## config.mk

```make
export PLATFORM = sky130hd
export DESIGN_NAME = uart_rx_fifo
export DESIGN_NICKNAME = d
export VERILOG_FILES = /design/src/rtl/uart_rx_fifo_pkg.sv /design/src/rtl/uart_rx_fifo_sync_fifo.sv /design/src/rtl/uart_rx_fifo.sv
export SDC_FILE = /design/constraint.sdc
export NUM_CORES = 1
export LEC_CHECK = 0
export ABC_AREA = 1
export BUFFER_PORTS_ARGS = -buffer_cell sky130_fd_sc_hd__buf_2
export CORE_AREA = 10 10 130 144
export CTS_BUF_LIST = sky130_fd_sc_hd__clkbuf_8
export DETAILED_ROUTE_END_ITERATION = 12
export DIE_AREA = 0 0 140 154
export RECOVER_POWER = 100
export REMOVE_ABC_BUFFERS = 1
export SLEW_MARGIN = 30
export SYNTH_ARGS = -nofsm -noshare
export SYNTH_HDL_FRONTEND = slang
export SYNTH_SLANG_ARGS = --single-unit
```

## constraint.sdc

```tcl
create_clock -name i_clk -period 2 [get_ports i_clk]
set_clock_uncertainty 0.2 [all_clocks]
set_input_delay 0.4 -clock i_clk [delete_from_list [all_inputs] [get_ports i_clk]]
set_output_delay 0.4 -clock i_clk [all_outputs]
set_load 0.03 [all_outputs]
```

## src/rtl/uart_rx_fifo_pkg.sv

```systemverilog
// -----------------------------------------------------------------------------
// uart_pkg
// Shared definitions for the UART receive-side buffer and the generic
// synchronous FIFO it is built on.
//   drain_state_t : encoding of the receiver drain state machine
//   count_width() : number of bits needed for a FIFO occupancy count
// -----------------------------------------------------------------------------
package uart_pkg;

   // Drain FSM: IDLE waits for a word, TAKE strobes the receiver,
   // HOLD gives the receiver one cycle to drop its registered ready.
   typedef enum logic [1:0] {
      ST_IDLE = 2'd0,
      ST_TAKE = 2'd1,
      ST_HOLD = 2'd2
   } drain_state_t;

   // Occupancy runs 0..2**depth_log2 inclusive, so it needs one extra bit.
   function automatic int count_width(input int depth_log2);
      return depth_log2 + 32'sd1;
   endfunction

endpackage

```

## src/rtl/uart_rx_fifo_sync_fifo.sv

```systemverilog
// -----------------------------------------------------------------------------
// sync_fifo
// Generic single-clock first-word-fall-through FIFO with registered status.
// The head word is held in a register so o_rdata is glitch-free and valid
// whenever o_empty is low.
// Ports:
//   i_clk        system clock, rising edge
//   i_nrst       synchronous reset, active low
//   i_clr        synchronous flush (pointers/count to zero), beats wr/rd
//   i_wr         write strobe; accepted when not full or popping this cycle
//   i_wdata      write word
//   i_rd         pop strobe; ignored when empty
//   o_rdata      head of FIFO (registered)
//   o_empty      occupancy == 0 (registered)
//   o_full       occupancy == depth (registered)
//   o_thr        occupancy >= THRESHOLD (registered)
//   o_count      occupancy (registered)
//   o_full_next  combinational: occupancy after this cycle's pop == depth
// -----------------------------------------------------------------------------
module sync_fifo
   import uart_pkg::*;
#(
   parameter int WIDTH_DATA = 8,
   parameter int DEPTH_LOG2 = 4,
   parameter int THRESHOLD  = 8
)(
   input  logic                                  i_clk,
   input  logic                                  i_nrst,
   input  logic                                  i_clr,
   input  logic                                  i_wr,
   input  logic [WIDTH_DATA-1:0]                 i_wdata,
   input  logic                                  i_rd,
   output logic [WIDTH_DATA-1:0]                 o_rdata,
   output logic                                  o_empty,
   output logic                                  o_full,
   output logic                                  o_thr,
   output logic [count_width(DEPTH_LOG2)-1:0]    o_count,
   output logic                                  o_full_next
);

   localparam int                      CW       = count_width(DEPTH_LOG2);
   localparam int                      DEPTH    = 2 ** DEPTH_LOG2;
   localparam logic [CW-1:0]           DEPTH_C  = CW'(DEPTH);
   localparam logic [CW-1:0]           THR_C    = CW'(THRESHOLD);
   localparam logic [CW-1:0]           CNT_ZERO = CW'(0);
   localparam logic [CW-1:0]           CNT_ONE  = CW'(1);
   localparam logic [DEPTH_LOG2-1:0]   PTR_ONE  = DEPTH_LOG2'(1);
   localparam logic [DEPTH_LOG2-1:0]   PTR_ZERO = DEPTH_LOG2'(0);

   logic [WIDTH_DATA-1:0]   r_mem [DEPTH];
   logic [DEPTH_LOG2-1:0]   r_wr_ptr;
   logic [DEPTH_LOG2-1:0]   r_rd_ptr;
   logic [CW-1:0]           r_count;
   logic                    r_empty;
   logic                    r_full;
   logic                    r_thr;
   logic [WIDTH_DATA-1:0]   r_data;

   logic                    w_pop;
   logic                    w_wr_en;
   logic [DEPTH_LOG2-1:0]   w_rd_ptr_inc;
   logic [CW-1:0]           w_count_after_pop;
   logic [CW-1:0]           w_count_nxt;
   logic [WIDTH_DATA-1:0]   w_data_nxt;

   // Handshake qualification, next occupancy and next head word.
   always_comb begin
      w_pop             = i_rd & ~r_empty;
      // A pop frees a slot on the same edge, so a full FIFO may still accept.
      w_wr_en           = i_wr & (~r_full | w_pop);
      w_rd_ptr_inc      = r_rd_ptr + PTR_ONE;
      w_count_after_pop = r_count;
      w_count_nxt       = r_count;
      w_data_nxt        = r_data;

      if (w_pop) begin
         w_count_after_pop = r_count - CNT_ONE;
      end else begin
         w_count_after_pop = r_count;
      end

      if (w_wr_en) begin
         w_count_nxt = w_count_after_pop + CNT_ONE;
      end else begin
         w_count_nxt = w_count_after_pop;
      end

      // Head register: after a pop the next word is already in RAM unless the
      // FIFO drains to zero, in which case only a same-cycle write can refill it.
      if (w_pop) begin
         if (w_count_after_pop == CNT_ZERO) begin
            if (w_wr_en) begin
               w_data_nxt = i_wdata;
            end else begin
               w_data_nxt = r_data;
            end
         end else begin
            w_data_nxt = r_mem[w_rd_ptr_inc];
         end
      end else if (w_wr_en & r_empty) begin
         w_data_nxt = i_wdata;
      end else begin
         w_data_nxt = r_data;
      end
   end

   assign o_full_next = (w_count_after_pop == DEPTH_C);

   // Storage array; deliberately not reset.
   always_ff @(posedge i_clk) begin
      if (i_nrst & ~i_clr & w_wr_en) begin
         r_mem[r_wr_ptr] <= i_wdata;
      end
   end

   // Pointers, occupancy, status flags and head register.
   always_ff @(posedge i_clk) begin
      if (!i_nrst) begin
         r_wr_ptr <= PTR_ZERO;
         r_rd_ptr <= PTR_ZERO;
         r_count  <= CNT_ZERO;
         r_empty  <= 1'b1;
         r_full   <= 1'b0;
         r_thr    <= 1'b0;
         r_data   <= {WIDTH_DATA{1'b0}};
      end else if (i_clr) begin
         r_wr_ptr <= PTR_ZERO;
         r_rd_ptr <= PTR_ZERO;
         r_count  <= CNT_ZERO;
         r_empty  <= 1'b1;
         r_full   <= 1'b0;
         r_thr    <= 1'b0;
         r_data   <= {WIDTH_DATA{1'b0}};
      end else begin
         if (w_wr_en) begin
            r_wr_ptr <= r_wr_ptr + PTR_ONE;
         end
         if (w_pop) begin
            r_rd_ptr <= w_rd_ptr_inc;
         end
         r_count <= w_count_nxt;
         r_empty <= (w_count_nxt == CNT_ZERO);
         r_full  <= (w_count_nxt == DEPTH_C);
         r_thr   <= (w_count_nxt >= THR_C);
         r_data  <= w_data_nxt;
      end
   end

   assign o_rdata = r_data;
   assign o_empty = r_empty;
   assign o_full  = r_full;
   assign o_thr   = r_thr;
   assign o_count = r_count;

endmodule

```

## src/rtl/uart_rx_fifo.sv

```systemverilog
// -----------------------------------------------------------------------------
// uart_rx_fifo
// Receive-side buffer behind the UART receiver. A three-state drain FSM pulls
// words out of the receiver's ready/read-enable handshake into a FWFT FIFO,
// which the chip-side consumer pops at its own pace.
// Ports:
//   i_clk      system clock, rising edge
//   i_nrst     synchronous reset, active low
//   i_rx_rdy   receiver holds a word
//   i_rx_data  receiver word, valid while i_rx_rdy=1
//   o_rx_re    one-cycle pulse: take word from receiver
//   o_data     head of FIFO, valid when o_empty=0
//   i_rd       consumer pop; ignored when empty
//   o_empty    FIFO holds 0 words
//   o_full     FIFO holds 2**DEPTH_LOG2 words
//   o_count    current occupancy
//   o_thr      occupancy >= THRESHOLD
//   o_stall    sticky: a receiver word had to wait because the FIFO was full
//   i_clr      synchronous flush of FIFO, FSM and o_stall
// -----------------------------------------------------------------------------
module uart_rx_fifo
   import uart_pkg::*;
#(
   parameter int WIDTH_DATA = 8,
   parameter int DEPTH_LOG2 = 4,
   parameter int THRESHOLD  = 8
)(
   input  logic                                  i_clk,
   input  logic                                  i_nrst,
   input  logic                                  i_rx_rdy,
   input  logic [WIDTH_DATA-1:0]                 i_rx_data,
   output logic                                  o_rx_re,
   output logic [WIDTH_DATA-1:0]                 o_data,
   input  logic                                  i_rd,
   output logic                                  o_empty,
   output logic                                  o_full,
   output logic [count_width(DEPTH_LOG2)-1:0]    o_count,
   output logic                                  o_thr,
   output logic                                  o_stall,
   input  logic                                  i_clr
);

   drain_state_t   r_state;
   drain_state_t   w_state_nxt;
   logic           r_rx_re;
   logic           r_stall;
   logic           w_take;
   logic           w_stall_set;
   logic           w_full_next;
   logic           w_fifo_full;

   // Drain FSM next state and stall detection.
   always_comb begin
      w_state_nxt = r_state;
      w_stall_set = 1'b0;
      case (r_state)
         ST_IDLE: begin
            // full_next already credits a same-cycle pop, so a consumer read
            // unblocks a full FIFO without losing a cycle.
            if (i_rx_rdy & ~w_full_next) begin
               w_state_nxt = ST_TAKE;
            end else begin
               w_state_nxt = ST_IDLE;
            end
            w_stall_set = i_rx_rdy & w_fifo_full;
         end
         ST_TAKE: begin
            w_state_nxt = ST_HOLD;
         end
         ST_HOLD: begin
            w_state_nxt = ST_IDLE;
         end
         default: begin
            w_state_nxt = ST_IDLE;
         end
      endcase
   end

   // State register; o_rx_re is registered as "next state is TAKE".
   always_ff @(posedge i_clk) begin
      if (!i_nrst) begin
         r_state <= ST_IDLE;
         r_rx_re <= 1'b0;
      end else if (i_clr) begin
         r_state <= ST_IDLE;
         r_rx_re <= 1'b0;
      end else begin
         r_state <= w_state_nxt;
         r_rx_re <= (w_state_nxt == ST_TAKE);
      end
   end

   // Sticky stall flag, cleared only by reset or flush.
   always_ff @(posedge i_clk) begin
      if (!i_nrst) begin
         r_stall <= 1'b0;
      end else if (i_clr) begin
         r_stall <= 1'b0;
      end else if (w_stall_set) begin
         r_stall <= 1'b1;
      end
   end

   // The word is written on the edge that ends TAKE; a flush on that edge wins
   // inside the FIFO, which discards it.
   assign w_take = (r_state == ST_TAKE);

   sync_fifo #(
      .WIDTH_DATA (WIDTH_DATA),
      .DEPTH_LOG2 (DEPTH_LOG2),
      .THRESHOLD  (THRESHOLD)
   ) u_fifo (
      .i_clk       (i_clk),
      .i_nrst      (i_nrst),
      .i_clr       (i_clr),
      .i_wr        (w_take),
      .i_wdata     (i_rx_data),
      .i_rd        (i_rd),
      .o_rdata     (o_data),
      .o_empty     (o_empty),
      .o_full      (w_fifo_full),
      .o_thr       (o_thr),
      .o_count     (o_count),
      .o_full_next (w_full_next)
   );

   assign o_full  = w_fifo_full;
   assign o_rx_re = r_rx_re;
   assign o_stall = r_stall;

endmodule

```

==> results.toml, run 1 <==
[cts]
clkTransAtPathRegs_ns = 0.08
clk-insertion-delay-late_ns = 0.45
h-tree-depth = 4
cts_hold_buf = 0
clock_path_buffers = 2
numCtsBuffers = 17
clock_sinks = 156
cts-root-buf = "clkbuf_8"
tritoncts = "yes"

[floorplanning]
core_um2 = 15600
fp-row-count = 48
die_h_um = 154
die_x_um = 140
ios = 31
initial_utilization_pct = 44.3
dieArea_um2 = 21600

[global_route]
grt_max_degree = 40
antenna_found_initial = 0
grt_pass1_wl_um = 27200
grt.overflow.total = 0
grt_pass1_vias = 5001
grt_usage_pct = 16.1

[worst_setup_path]
critPathTopFamily = "simple AND/OR/NAND/NOR gates"
cp_slowest_cell = "dfxtp_2"
r2r_start = "u_fifo.o_count[1]"
crit_fanout = 5
reg2reg_depth = 12
cp.required_ns = 2.15
crit_top_cell = "inv_2"
startpoint_type = "flip-flop"
reg2reg_slack_ns = 0.0003
crit_chain = "inv_2 -> ha_4 -> inv_2 -> o21ai_2 -> ha_2 -> nand3_2 -> nor2_4 -> nand2_4 -> nand2_2 -> o21ai_1 -> nand2_1 -> a21oi_2"
worst-path-buf-inv = 2
timing.rr.end = "u_fifo.o_rdata[0]"
cp.arrival_ns = 2.15
cp-end-kind = "flip-flop"
max_stage_delay_ns = 0.34
critical_path_class = "flip-flop to flip-flop"

[logic_synthesis]
synth-edff-count = 128
synth_area_per_cell_um2 = 9.67
ys_ff_latch = 156
yosysTopAreaCell = "edfxtp_1"
ys_seq_area_share_pct = 63.6
ys_top_cells_by_area = "edfxtp_1, nand2_1, dfxtp_1, nand3_1, inv_1"
ys.flop_type = "edfxtp_1"
synthArstFlopShare_pct = 0
syn_inst = 716
synth_cell_types = 31
yosysWarnings = 0
synth.cells.most_frequent = "nand2_1, edfxtp_1, inv_1"
yosysMostFrequentCell = "nand2_1"
synth_area_um2 = 6920
yosysTopAreaCellShare_pct = 55.5

[power]
powerDensity_nw_per_um2 = 759
ir_drop_mv = 0.337
p_leak_nw = 3.42

[finish]
drive_gt1_share_pct = 18.8
n_antenna_cell = 0
finalNetCount = 817
layout.cells.non_filler = 1009
stdcell_area_um2 = 8200
synthToLayoutAreaGrowth_pct = 18.4

[timing]
worst_slew_pin_slew_ns = 1.00
max_freq_ghz = 0.500
rsz0062_at_grt = "yes"
drv_slew = 0
period_minus_slack_ns = 2.00
setup_viol = 0
fin_crit_sh_pct = 100
timing.hold.ws_ns = 0.134
hold_violations = 0
worst_slew_margin_rel_pct = 33.3
tns_ns = 0

[detailed_routing]
vias = 5005
drt_iter0_markers = 356
totalWireLength_um = 17000
wl_per_cell_um = 16.9
drt-vias-per-instance = 4.96
drc_errors = 0
firstDrtPassIters = 4
drtAntennaViolNets = 0

[worst_hold_path]
min_path_cells = 4
hold_class = "input port to flip-flop"
min-delay-start = "i_rx_rdy"
hold-path-endpoint = "o_rx_re"

[status]
status = "completed"

[placed_design]
hpwl_um = 11600
portBuffers = 30
dpl.cell_count = 974
dpl_cell_area_um2 = 7700
gp_congestion = 0.805

[run]
cap_viol_max_count = 0
[power by group]
part           switching [mW]  internal [mW]  total [mW]  leakage (nW)
registers              0.0120           3.52        3.53          1.38
logic                   0.346          0.172       0.519          1.87
clock network            1.19          0.976        2.17         0.175
total                    1.55           4.67        6.22          3.42
[worst register-to-register path: stages (launching register included)]
cell and delay, ns:
dfxtp_2 0.34, inv_2 0.05, ha_4 0.26, inv_2 0.03, o21ai_2 0.14, ha_2 0.20
nand3_2 0.09, nor2_4 0.14, nand2_4 0.11, nand2_2 0.13, o21ai_1 0.08, nand2_1 0.07
a21oi_2 0.05
[sequential cells by signal, summed over array words and instances (netlist names)]
| register | count |
|---|---|
| o_stall | 1 |
| u_fifo.o_full | 1 |
| u_fifo.r_mem | 128 |
| u_fifo.o_thr | 1 |
| u_fifo.o_empty | 1 |
| u_fifo.o_rdata | 8 |
| o_rx_re | 1 |
| r_state | 2 |
| u_fifo.o_count | 5 |
| u_fifo.r_rd_ptr | 4 |
| u_fifo.r_wr_ptr | 4 |
[routing by layer]
layer	vias to the layer above	wire length [um]	GRT usage [%]
met5	-	0	0
met4	0	334	5.66
met3	21	677	3.11
met2	111	8930	27.9
li1	2483	-	-
met1	2390	7100	19.4
[worst max-delay path by stage]
stage	from	end	slack (ns)	cells after the start
global placement	u_fifo.o_count[0]	u_fifo.o_rdata[6]	-0.09	12
detailed placement	u_fifo.o_count[0]	u_fifo.o_rdata[0]	-0.16	11
CTS	u_fifo.o_count[0]	u_fifo.o_rdata[1]	0.004	13
global route	u_fifo.o_count[1]	u_fifo.o_rdata[0]	-0.14	12
finish	u_fifo.o_count[1]	u_fifo.o_rdata[0]	0.0003	12
floorplan	u_fifo.r_rd_ptr[0]	u_fifo.o_rdata[1]	-1.81	11
[layout by cell type, fill, tap and decap left out, drive strengths merged]
cell type  count
and2           1
and3           1
o211ai         1
clkbuf        31
a21oi         17
nor2          76
clkinv         8
inv          100
buf           73
nor3b          1
ha             8
nand4          2
o21ai         28
edfxtp       128
nand2        202
bufinv         1
nand3         93
dfxtp         28
clkinvlp       4
xnor2          1
xor2           5
[what timing repair did]
item / 4_1_cts / 5_1_grt
setup buffers: 1 / 0
setup endpoints to repair: 21 / 35
pin swaps: 9 / 4
cloned: 2 / 0
gates resized for setup: 21 / 22
[logic make-up after synthesis]
family / Yosys count / share of synthesized area [%]
and+or+nand+nor: 374 / 22.9
DFF: 156 / 63.6
buffers and inverters: 126 / 7.26
AOI/OAI and AO/OA: 46 / 3.47
adders and majority gates: 8 / 1.45
xor gates and xnor gates: 6 / 1.36
[per-stage QoR]
step                worst slack, ns  util [%]  power [mW]
finish                     0.000252      52.5        6.22
global route                 -0.144      52.5        6.46
CTS                         0.00433      52.2        6.25
detailed placement           -0.164      49.3        4.09
global placement            -0.0857      49.3        4.08
floorplan                     -1.81         -        3.85
[final cells by class]
cell class,count,area [um^2]
clock buffers,17,234
clock inverters,15,125
fillers,1413,7420
inverters,98,370
multi-input cells,436,2160
flip-flops and latches,156,4410
well taps,200,250
repair buffers,87,651
Note: power is estimated with default switching activity, not from simulation.
==> run 2: changes to the inputs <==
Settings changed: CORE_AREA 10 10 130 144 to 10 10 117 129, DIE_AREA 0 0 140 154 to 0 0 127 139, PLACE_DENSITY from default to 0.76, TNS_END_PERCENT from default to 50.
==> run 2 against run 1 <==
Effect of this change:
- the flow now finishes with violations (setup timing)
- combinational power up 6.7%
- first-iteration DRC count up 32%
- total power up 1.4%
- clock power up 2%
- hold slack worse by 0.0026 ns
- wire length up 4.8%
- non-clock buffer count up 4
- sequential cell count unchanged
- die area down 18%
- count of clock-buffer cells in the layout unchanged
- sequential share of layout area down 0.51 points
- fmax down 4.1%
- critical path type unchanged
==> results.toml, run 2 (synthesis gave the netlist of run 1 again) <==
[status]
status = "finished, violations left"
violations = "setup timing"

[timing]
rsz0062_at_grt = "yes"
worst_slew_pin_slew_ns = 0.897
hold_violations = 0
period_minus_slack_ns = 2.09
worst_slew_margin_rel_pct = 40.2
drv_slew = 0
max_freq_ghz = 0.479
worst_slack_ns = -0.0861
setup_viol = 9
fin_crit_sh_pct = 104

[floorplanning]
die_h_um = 139
core_um2 = 12500
initial_utilization_pct = 55.5
fp-row-count = 43
ios = 31
dieArea_um2 = 17700
die_x_um = 127

[cts]
clk-insertion-delay-late_ns = 0.45
clock_path_buffers = 2
clock_sinks = 156
h-tree-depth = 4
cts-root-buf = "clkbuf_8"
numCtsBuffers = 17
clkTransAtPathRegs_ns = 0.09
tritoncts = "yes"

[worst_setup_path]
startpoint_type = "flip-flop"
cp-end-kind = "flip-flop"
critPathTopFamily = "simple AND/OR/NAND/NOR gates"
cp.arrival_ns = 2.27
cp_slowest_cell = "dfxtp_2"
worst-path-buf-inv = 2
crit_chain = "inv_2 -> ha_4 -> inv_2 -> o21ai_4 -> ha_2 -> nand3_2 -> nor2_4 -> nand2_4 -> nand2_4 -> nand3_1 -> a21oi_2"
max_stage_delay_ns = 0.35
critical_path_class = "flip-flop to flip-flop"
crit_fanout = 5
cp.required_ns = 2.18

[detailed_routing]
totalWireLength_um = 17900
firstDrtPassIters = 7
drt_iter0_markers = 470
vias = 5252
drtAntennaViolNets = 0
wl_per_cell_um = 18.4
drc_errors = 0
drt-vias-per-instance = 5.42

[finish]
mostFrequentLayoutCells = "nand2_1, edfxtp_1, nand3_1"
final_common_cell = "nand2_1"
largest_register_ffs = 128
drive_gt1_share_pct = 19.5
n_antenna_cell = 0
regMostFlops = "u_fifo.r_mem"
final_util_pct = 66.3
finalNetCount = 821
synthToLayoutAreaGrowth_pct = 19.6

[global_route]
antenna_found_initial = 0
grt.overflow.total = 0
grt_usage_pct = 19.8
grt_max_degree = 41
grt_pass1_vias = 5161
grt_pass1_wl_um = 27300

[power]
p_leak_nw = 3.49
ir_drop_mv = 0.528
p_total_mw = 6.31
powerDensity_nw_per_um2 = 762

[placed_design]
hpwl_um = 11100
gp_congestion = 0.921
portBuffers = 30
place_ws_ns = -0.193

[worst_hold_path]
hold_class = "input port to flip-flop"

[run]
cap_viol_max_count = 0
[run 2: cell types whose count changed in the layout (fill, tap and decap cells not counted), moves of 2 or more]
| cell | previous run | this run |
|---|---|---|
| nand2_1 | 188 | 186 |
| inv_1 | 89 | 87 |
| clkinv_1 | 2 | 5 |
| buf_12 | 8 | 5 |
| bufbuf_16 | 0 | 3 |
| nor2_1 | 71 | 69 |
| clkinv_4 | 2 | 0 |
| clkbuf_1 | 14 | 18 |
[run 2: area by class of cell]
cell class | instances | area, um^2
clock inverter | 14 | 126
sequential | 156 | 4410
timing repair buffer | 91 | 727
inverter | 98 | 374
clock buffer | 17 | 234
fill | 960 | 4200
tap | 157 | 196
multi-input combinational | 436 | 2210
[run 2: layer usage]
| metal | wire (um) | part of all wire [%] | up-vias | global-route usage [%] |
|---|---|---|---|---|
| li1 | - | - | 2489 | - |
| met1 | 6670 | 37 | 2484 | 23.5 |
| met2 | 9500 | 53 | 232 | 33.7 |
| met3 | 1190 | 6.7 | 47 | 3.37 |
| met4 | 499 | 2.8 | 0 | 9.42 |
| met5 | 0 | 0 | - | 0 |
[run 2: repair_timing]
action	CTS	global route
cloned	5	1
hold buffers	0	0
resized for setup	19	39
buffers inserted	0	6
pin swaps	10	13
setup endpoints to repair	54	140
[run 2: path summary, 6_finish.rpt]
path              slack (ns)               from                 to  cells after the start
setup / recovery       -0.09  u_fifo.o_count[1]  u_fifo.o_rdata[6]                     11
hold / removal          0.13           i_rx_rdy         r_state[0]                      4
setup reg to reg       -0.09  u_fifo.o_count[1]  u_fifo.o_rdata[6]                     11
hold reg to reg         0.27            o_stall            o_stall                      2
[run 2: tightest hold or removal path, stage by stage]
cell	delay (ns)
buf_2	0.09
nor3b_1	0.14
nand2_1	0.07
a21oi_1	0.04
[run 2: stage by stage]
step	TNS [ns]	std cells	hold slack [ns]	area, um^2
final	-0.328	969	0.132	8280
after floorplan	-69.28	688	0.287	6790
after CTS	0	962	0.0929	8110
after detailed placement	-3.84	926	0.252	7580
after global placement	-0.654	926	0.246	7580
after global routing	-1.53	969	0.132	8280
[run 2: report_power, final]
group          switching (mW)  internal (mW)  total [mW]
registers              0.0127           3.52        3.53
clock network            1.14           1.08        2.22
logic                   0.364          0.190       0.554
total                    1.52           4.79        6.31
==> run 3: changes to the inputs <==
Settings changed: PLACE_DENSITY 0.76 to 0.87, SLEW_MARGIN 30 to 20.
==> run 3 against run 2 <==
Effect of this change:
- the flow still finishes with violations (setup timing)
- non-clock buffer count is the same
- core utilization increased by 0.060 points
- sequential cell count unchanged
- clock power hardly changed
- first-iteration DRC count is 96% higher
- die area is the same
- combinational power up 1%
==> results.toml, run 3 (synthesis gave the netlist of run 1 again) <==
[status]
status = "finished, violations left"
violations = "setup timing"

[detailed_routing]
drt-vias-per-instance = 5.55
vias = 5370
drc_errors = 0
firstDrtPassIters = 5
drtAntennaViolNets = 0
wl_per_cell_um = 18.1
totalWireLength_um = 17500
drt_iter0_markers = 923

[finish]
n_antenna_cell = 0
multi_input_area_um2 = 2180
nFillCells = 868
seq_area_um2 = 4410
regMostFlops = "u_fifo.r_mem"
synthToLayoutAreaGrowth_pct = 19.7
layout.cells.non_filler = 968
finalNetCount = 819
stdcell_area_um2 = 8290
final_common_cell = "nand2_1"
largest_register_ffs = 128
final_util_pct = 66.4
mostFrequentLayoutCells = "nand2_1, edfxtp_1, inv_1"
drive_gt1_share_pct = 20.5

[worst_setup_path]
crit_fanout = 10
cp.arrival_ns = 2.36
max_stage_delay_ns = 0.34
crit_chain = "inv_2 -> ha_4 -> inv_2 -> o21ai_4 -> ha_2 -> nand3_2 -> nor2_4 -> nand2_2 -> nand2_4 -> buf_16 -> nand3_1 -> a21oi_1"
reg2reg_slack_ns = -0.18
startpoint_type = "flip-flop"
crit_top_cell = "inv_2"
cp-end-kind = "flip-flop"
reg2reg_depth = 12
timing.rr.end = "u_fifo.o_rdata[4]"
r2r_start = "u_fifo.o_count[0]"
critical_path_class = "flip-flop to flip-flop"
cp.required_ns = 2.18
cp_slowest_cell = "dfxtp_2"

[power]
p_leak_nw = 3.50
clkPwrFrac_pct = 35.3
p_total_mw = 6.33
comb_power_share_pct = 8.8
p_int_mw = 4.73
p_sw_mw = 1.60
sw_frac_of_total_pct = 25.2
powerDensity_nw_per_um2 = 764
p_seq_share_pct = 55.9
ir_drop_mv = 0.448

[cts]
clock_path_buffers = 2
cts_hold_buf = 0
clock_sinks = 156
tritoncts = "yes"
clkTransAtPathRegs_ns = 0.09
clk-insertion-delay-late_ns = 0.46
h-tree-depth = 4
numCtsBuffers = 17
cts-root-buf = "clkbuf_8"

[global_route]
grt_usage_pct = 19.3
grt_pass1_wl_um = 27000
antenna_found_initial = 0
grt.overflow.total = 0
grt_max_degree = 51
grt_pass1_vias = 5177

[worst_hold_path]
hold_class = "input port to flip-flop"
hold-path-endpoint = "o_rx_re"
min-delay-start = "i_rx_rdy"
min_path_cells = 4

[floorplanning]
fp-row-count = 43
core_um2 = 12500
ios = 31
die_h_um = 139
initial_utilization_pct = 55.5
die_x_um = 127
dieArea_um2 = 17700

[placed_design]
dpl_cell_area_um2 = 7640
dpl.cell_count = 929
hpwl_um = 10800
portBuffers = 30
gp_congestion = 0.918

[timing]
fin_crit_sh_pct = 109
rsz0062_at_grt = "yes"
max_freq_ghz = 0.459
hold_violations = 0
period_minus_slack_ns = 2.18
worst_slew_pin_slew_ns = 1.09
setup_viol = 12
drv_slew = 0
worst_slew_margin_rel_pct = 27.5
worst_slack_ns = -0.181

[run]
cap_viol_max_count = 0
## run 3: changes by cell type in the layout (fill, tap and decap cells not counted), moves of 3 or more
cell	delta
inv_1	+3
buf_12	+3
buf_4	+7
clkbuf_1	-8
clkinv_1	-4
## run 3: final cells by class
type | instances | share of cell area (%)
well taps | 157 | 2.37
repair buffers | 91 | 9.18
inverters | 98 | 4.47
clock buffers | 17 | 2.82
multi-input cells | 434 | 26.3
flip-flops and latches | 156 | 53.2
clock inverters | 15 | 1.68
## run 3: power groups by stage
| stage | Sequential [mW] | Combinational (mW) | Clock (mW) |
|---|---|---|---|
| after floorplan | 3.64 | 0.209 | 0 |
| after global placement | 3.61 | 0.450 | 0 |
| after detailed placement | 3.61 | 0.463 | 0 |
| after CTS | 3.53 | 0.516 | 2.23 |
| after global routing | 3.54 | 0.604 | 2.36 |
| final | 3.54 | 0.560 | 2.23 |
## run 3: per-stage QoR
step	setup slack, ns	setup TNS (ns)	hold WS (ns)
after floorplan	-1.81	-69.28	0.287
after global placement	-0.0131	-0.0694	0.250
after detailed placement	-0.133	-1.97	0.258
after CTS	-0.0338	-0.154	0.104
after global routing	-0.262	-2.19	0.135
final	-0.181	-1.08	0.122
## run 3: worst max-delay path by stage
stage | from | endpoint | slack [ns] | depth (start not counted)
final | u_fifo.o_count[0] | u_fifo.o_rdata[4] | -0.18 | 12
after detailed placement | u_fifo.o_count[0] | u_fifo.o_rdata[0] | -0.13 | 12
after global placement | u_fifo.o_count[0] | u_fifo.o_rdata[2] | -0.01 | 13
after global routing | u_fifo.o_count[0] | u_fifo.o_rdata[4] | -0.26 | 12
after floorplan | u_fifo.r_rd_ptr[0] | u_fifo.o_rdata[1] | -1.81 | 11
after CTS | u_fifo.o_count[0] | u_fifo.o_rdata[0] | -0.03 | 13
## run 3: worst max-delay path: cells and delay by family (launching register included)
kind | cells | cell delay (ns)
adders and majority gates | 2 | 0.46
and+or+nand+nor | 5 | 0.53
buffers and inverters | 3 | 0.23
DFF | 1 | 0.34
AOI/OAI and AO/OA | 2 | 0.34
## run 3: metal layers
metal  up-vias  global-route usage (%)  routed length, um
li1       2491                       -                  -
met1      2442                    21.7               6190
met2       344                    32.8               8760
met3        93                    5.28               1670
met4         0                    9.36                925
met5         -                       0                  0
## run 3: what timing repair did
item,in CTS,in global routing
pin swaps,10,16
cloned,2,1
buffers inserted,2,2
gates resized for setup,25,27
endpoints found under the setup margin,64,142
